===== config.mk =====
export PLATFORM = sky130hd
export DESIGN_NAME = gray_updown_cnt
export DESIGN_NICKNAME = d
export VERILOG_FILES = /design/src/rtl/gray_pkg.sv /design/src/rtl/gray_enc.sv /design/src/rtl/gray_updown_cnt.sv
export SDC_FILE = /design/constraint.sdc
export NUM_CORES = 1
export LEC_CHECK = 0
export CORE_AREA = 2 2 39 41
export DETAILED_ROUTE_END_ITERATION = 12
export DIE_AREA = 0 0 41 43
export MAX_ROUTING_LAYER = met4
export PLACE_DENSITY = 0.54
export SETUP_SLACK_MARGIN = 0.5
export SYNTH_ARGS = -nofsm -noshare
export SYNTH_HDL_FRONTEND = slang
export SYNTH_HIERARCHICAL = 1
export SYNTH_SLANG_ARGS = --single-unit

===== constraint.sdc =====
create_clock -name CLK -period 2.27 [get_ports CLK]
set_input_delay 0.454 -clock CLK [delete_from_list [all_inputs] [get_ports CLK]]
set_output_delay 0.454 -clock CLK [all_outputs]
set_load 0.005 [all_outputs]

===== src/rtl/gray_pkg.sv =====
// Gray-code helpers shared by the up/down Gray counter.
// Functions are fixed at 16 bits; callers zero-extend and truncate.
package gray_pkg;

  localparam int GRAY_MAX_WIDTH = 16;

  function automatic logic [15:0] bin2gray(
    input logic [15:0] b
  );
    return b ^ (b >> 1);
  endfunction

  function automatic logic [15:0] gray2bin(
    input logic [15:0] g
  );
    logic [15:0] b;
    b[15] = g[15];
    for (int i = 14; i >= 0; i--) begin
      b[i] = b[i+1] ^ g[i];
    end
    return b;
  endfunction

endpackage


===== src/rtl/gray_enc.sv =====
// Combinational binary to Gray encoder.
// Feeds the Gray output register from the next binary count.
module gray_enc #(
  parameter int WIDTH = 3
) (
  input  logic [WIDTH-1:0] b,
  output logic [WIDTH-1:0] g
);

  assign g = b ^ (b >> 1);

endmodule


===== src/rtl/gray_updown_cnt.sv =====
// Up/down counter with registered Gray and binary outputs.
// Define GRAY_UPDOWN_CNT_SAT_EN to saturate instead of wrap.
import gray_pkg::*;

module gray_updown_cnt #(
  parameter int WIDTH = 3
) (
  input  logic             CLK,
  input  logic             RST_N,
  input  logic             en,
  input  logic             down,
  input  logic             load,
  input  logic [WIDTH-1:0] load_val,
  output logic [WIDTH-1:0] Y,
  output logic [WIDTH-1:0] bin,
  output logic             tc
);

  localparam logic [WIDTH-1:0] MAX = '1;
  localparam logic [WIDTH-1:0] ONE =
    {{(WIDTH-1){1'b0}}, 1'b1};

  generate
    if (WIDTH < 2 || WIDTH > GRAY_MAX_WIDTH) begin : g_bad_width
      $error("gray_updown_cnt: WIDTH out of range");
    end
  endgenerate

  logic [WIDTH-1:0] bin_n;
  logic [WIDTH-1:0] y_n;
  logic             tc_n;
  logic             at_end;

  always_comb begin
    bin_n  = bin;
    tc_n   = 1'b0;
    at_end = down ? (bin == '0) : (bin == MAX);
    if (load) begin
      bin_n = load_val;
    end else if (en) begin
      tc_n = at_end;
`ifdef GRAY_UPDOWN_CNT_SAT_EN
      if (!at_end) begin
        bin_n = down ? bin - ONE : bin + ONE;
      end
`else
      bin_n = down ? bin - ONE : bin + ONE;
`endif
    end
  end

  gray_enc #(
    .WIDTH(WIDTH)
  ) u_enc (
    .b(bin_n),
    .g(y_n)
  );

  // Y is encoded from bin_n so both outputs move on the same edge
  always_ff @(posedge CLK or negedge RST_N) begin
    if (!RST_N) begin
      bin <= '0;
      Y   <= '0;
      tc  <= 1'b0;
    end else begin
      bin <= bin_n;
      Y   <= y_n;
      tc  <= tc_n;
    end
  end

endmodule


# Yosys cells after proc, flatten, opt, wreduce, memory -nomap -nowiden
# Cells that the tools add are included.
# classes
add_sub_neg,2
n_eq_ne,1
n_mux,6
bitwise_logic,1
n_reduce_logical,1
# op_table
op,count
$mux 3,3
$add 3x1->3 const B,1
$eq 3x3->1 const B,1
$logic_not 3->1,1
$mux 1,3
$sub 3x1->3 const B,1
$xor 3x2->3,1
# word_totals
reg_bits,7
output_inout_bits,7
word_cells,14

# Depth between registers and ports, before layout
# depth
word_depth,5
mapped_depth,6
depth_no_buf,6

# By module
# The synthesis kept the hierarchy.
# by_module_without_submodules
module,n_inst,cells_each,area_per_inst_um2
gray_updown_cnt,1,28,314.1
gray_enc,1,3,25.0

# Least setup slack after synthesis
# OpenSTA, ideal clock, no wires.
# synth_timing
path_kind,in2reg
start,input down
end,register Y[1]
setup_time_ps,80
arrival_ps,1795
t_required_ps,2190
setup_slack_ps,395
cell_stages,6
path_buffers,0
path_cell_list,inv_1 > fa_1 > xor2_1 > or4b_1 > nand3_1 > xor2_1
# synth_between
elab_chain_cells,4
# synth_rtl
element,line,source
"start, declared",gray_updown_cnt.sv:11,"input logic down,"
$mux 3,gray_updown_cnt.sv:47,bin_n = down ? bin - ONE : bin + ONE;
$mux 3,gray_updown_cnt.sv:40,end else if (en) begin
$mux 3,gray_updown_cnt.sv:38,if (load) begin
named net bin_n[2],gray_updown_cnt.sv:29,logic [WIDTH-1:0] bin_n;
$xor 3x2->3,gray_enc.sv:10,assign g = b ^ (b >> 1);
named net y_n[1],gray_updown_cnt.sv:30,logic [WIDTH-1:0] y_n;
"end signal, assigned",gray_updown_cnt.sv:67,Y <= y_n;
"end, declared",gray_updown_cnt.sv:14,"output logic [WIDTH-1:0] Y,"
# The timed path passes the listed nets, and every way through them passes these cells.

# Worst setup path after layout
# layout_timing
start,register bin[1]
end,register Y[1]
# layout_between
elab_chain_cells,5
# layout_rtl
element,line,source
"start, declared",gray_updown_cnt.sv:15,"output logic [WIDTH-1:0] bin,"
"start signal, assigned",gray_updown_cnt.sv:66,bin <= bin_n;
$add 3x1->3 or $sub 3x1->3 (tied branches),gray_updown_cnt.sv:47,
$mux 3 *,gray_updown_cnt.sv:47,
$mux 3 *,gray_updown_cnt.sv:40,
$mux 3 *,gray_updown_cnt.sv:38,
named net bin_n[2],gray_updown_cnt.sv:29,
$xor 3x2->3 *,gray_enc.sv:10,
named net y_n[1],gray_updown_cnt.sv:30,
# Mark *: on every way through the listed nets, which the timed path passes. The rest lies on a longest branch.

==> flow_summary.json <==
{
  "synth.avg_cell_area_um2": 10.94,
  "grt_pass1_vias": 259,
  "synth_seq_area_share": 0.5166,
  "dp_hpwl_um": 497.5,
  "critPathSlowestCell": "or4b_1",
  "clk_pin_slew_ns": 0.05,
  "num_vias": 301,
  "gp_congestion": 0.6709,
  "yosysWarnings": 6,
  "layout_commonest_cell": "clkdlybuf4s50_1",
  "cts-root-buf": "clkbuf_4",
  "core_um2": 1384,
  "finalCritPeriodShare": 0.7807,
  "max_stage_delay_ns": 0.51,
  "initial_core_util": 0.2450,
  "drv_slew": 0,
  "seqPwrFrac": 0.416,
  "ir_worst_vdd_v": 0.0001834,
  "p_leak_nw": 0.2348,
  "cts_buffer_depth": 2,
  "p_int_uw": 289.5,
  "io_pins": 15,
  "synth_nets": 40,
  "cts-htree-levels": 1,
  "syn_to_final_growth_pct": 61.25,
  "io_buffer_count": 14,
  "switching_share": 0.2518,
  "synth_seq_cells": 7,
  "diodes": 0,
  "cp.arrival_ns": 1.94,
  "overflow": 0,
  "crit_top_cell": "xor2_1",
  "max_cap_viol_count": 0,
  "die_x_um": 41,
  "synth_cell_type_count": 17,
  "viasPerCell": 4.493,
  "min-delay-path-class": "input pin to asynchronous set/reset pin",
  "drive_gt1_frac": 0.2745,
  "dieHeight_um": 43,
  "dp_slack_ns": -0.06295,
  "fp.dieArea_um2": 1763,
  "final-hold-violation-count": 0,
  "power.total_uw": 386.9,
  "maxSlewHeadroom": 0.8086,
  "r2r_setup_slack_ns": 0.50,
  "cts_tree": "done",
  "grt_pass1_wl_um": 966,
  "reg2reg_depth": 6,
  "worstPathRequired_ns": 2.44,
  "drc": 0,
  "powerDensity_nw_per_um2": 707.6,
  "setup_tns_ns": 0,
  "status": "complete, no violations",
  "final_cell_mix": "clkdlybuf4s50_1 (13), dfrtp_1 (6), buf_4 (4)",
  "grt_max_degree": 10,
  "pwr-share-comb": 0.303,
  "grt_usage": 0.09317,
  "rsz0062_at_grt": "yes",
  "critical_path_class": "register to register",
  "fmax_mhz": 564.2,
  "netlist_instances": 31,
  "end_kind": "register",
  "tightest_slew_ns": 0.2862,
  "cp-start-kind": "register",
  "cts_sinks": 7,
  "routed_wl_um": 614,
  "rows": 14,
  "synthesis.area_um2": 339.1,
  "synth_area_leaders": "dfrtp_1 (52%), xor2_1 (7.7%), fa_1 (5.9%)",
  "ant_nets": 0,
  "cp_cell_sequence": "inv_2 > fa_2 > xor2_1 > or4b_1 > nand3_2 > xor2_1",
  "power_frac_clock": 0.281,
  "fin_util": 0.3951,
  "firstDrtPassIters": 4,
  "hold_ws_ns": 0.4530,
  "p_sw_uw": 97.43,
  "antenna_found_initial": 0,
  "synth.top_cell.area_share": 0.5166,
  "r2r-end": "Y[1]",
  "fin_nets": 61,
  "r2r-start": "bin[1]",
  "setup_viol": 0,
  "worst_slack_ns": 0.4977,
  "critPathMaxFanout": 2,
  "synth_top_area_cell": "dfrtp_1",
  "clk_latency_ns": 0.25,
  "wl_per_cell_um": 9.164,
  "drtIter0Drc": 6,
  "cts_buffers": 3,
  "clock_skew_ns": 0.0006761,
  "period_needed_ns": 1.772
}
sequential cells by signal (all words and copies together) (netlist names):
| signal | flops |
|---|---|
| Y | 3 |
| bin | 3 |
| tc | 1 |
worst max-delay path, delay by kind of cell (launching register included):
kind                       cells  cell delay [ns]
xor gates and xnor gates       2             0.28
adders and majority gates      1             0.38
buffers and inverters          1             0.05
and+or+nand+nor                2             0.60
DFF                            1             0.37
metrics by stage:
| step | cell area [um2] | std cells |
|---|---|---|
| final | 546.8 | 67 |
| after global routing | 546.8 | 67 |
| after CTS | 551.8 | 67 |
| after detailed placement | 516.7 | 62 |
| after global placement | 516.7 | 62 |
| after floorplan | 346.6 | 31 |
layer usage:
| metal | wire length, um | vias up | track usage |
|---|---|---|---|
| met5 | 0 | - | - |
| met4 | 40 | 0 | 0.1400 |
| met1 | 237 | 136 | 0.09180 |
| met2 | 299 | 16 | 0.1281 |
| met3 | 37 | 4 | 0 |
| li1 | - | 145 | - |
synthesized netlist by cell type, drive strengths merged:
master	instances
dfrtp	7
inv	3
nand2	3
o21ai	3
xor2	3
a22oi	1
a41oi	1
buf	1
clkbuf	1
fa	1
nand3	1
nand3b	1
nor2	1
nor3b	1
nor4b	1
or4b	1
xnor2	1
worst max path at each step:
stage / end / cells after the start / slack, ns / start
2_1_floorplan: Y[1] / 6 / 0.48 / bin[1]
3_3_place_gp: Y[1] / 7 / -0.06 / down
3_5_place_dp: Y[1] / 7 / -0.06 / down
4_1_cts: Y[1] / 6 / 0.50 / bin[1]
5_1_grt: Y[1] / 6 / 0.40 / bin[1]
6_report: Y[1] / 6 / 0.50 / bin[1]
area by class of cell:
type	count	area, um2
clock buffers	4	26.28
fillers	151	837.1
inverters	3	11.26
multi-input cells	19	147.6
flip-flops and latches	7	176.4
well taps	16	20.02
repair buffers	18	165.2
timing repair:
| action | 4_1_cts | 5_1_grt |
|---|---|---|
| hold endpoints to repair | 0 | 0 |
| endpoints found under the setup margin | 4 | 3 |
| hold buffers | 0 | 0 |
| cloned | 0 | 0 |
| resized for setup | 4 | 1 |
| pin swaps | 3 | 0 |
| setup buffers | 1 | 0 |
power groups by stage:
stage / Combinational (mW) / Sequential (mW) / Clock [mW]
6_report: 0.117 / 0.161 / 0.109
4_1_cts: 0.120 / 0.161 / 0.114
3_5_place_dp: 0.115 / 0.164 / 0
3_3_place_gp: 0.113 / 0.164 / 0
2_1_floorplan: 0.0439 / 0.165 / 0
5_1_grt: 0.132 / 0.164 / 0.120
kinds of logic (layout without fill, tap and decap cells):
| kind of cell | count (synthesis) | count (layout) | synth area share |
|---|---|---|---|
| and+or+nand+nor | 9 | 9 | 0.1587 |
| DFF | 7 | 7 | 0.5166 |
| AOI/OAI and AO/OA | 5 | 5 | 0.09225 |
| buffers and inverters | 5 | 25 | 0.07010 |
| xor gates and xnor gates | 4 | 4 | 0.1033 |
| adders and majority gates | 1 | 1 | 0.05904 |
Power figures use the tool's default switching activity.
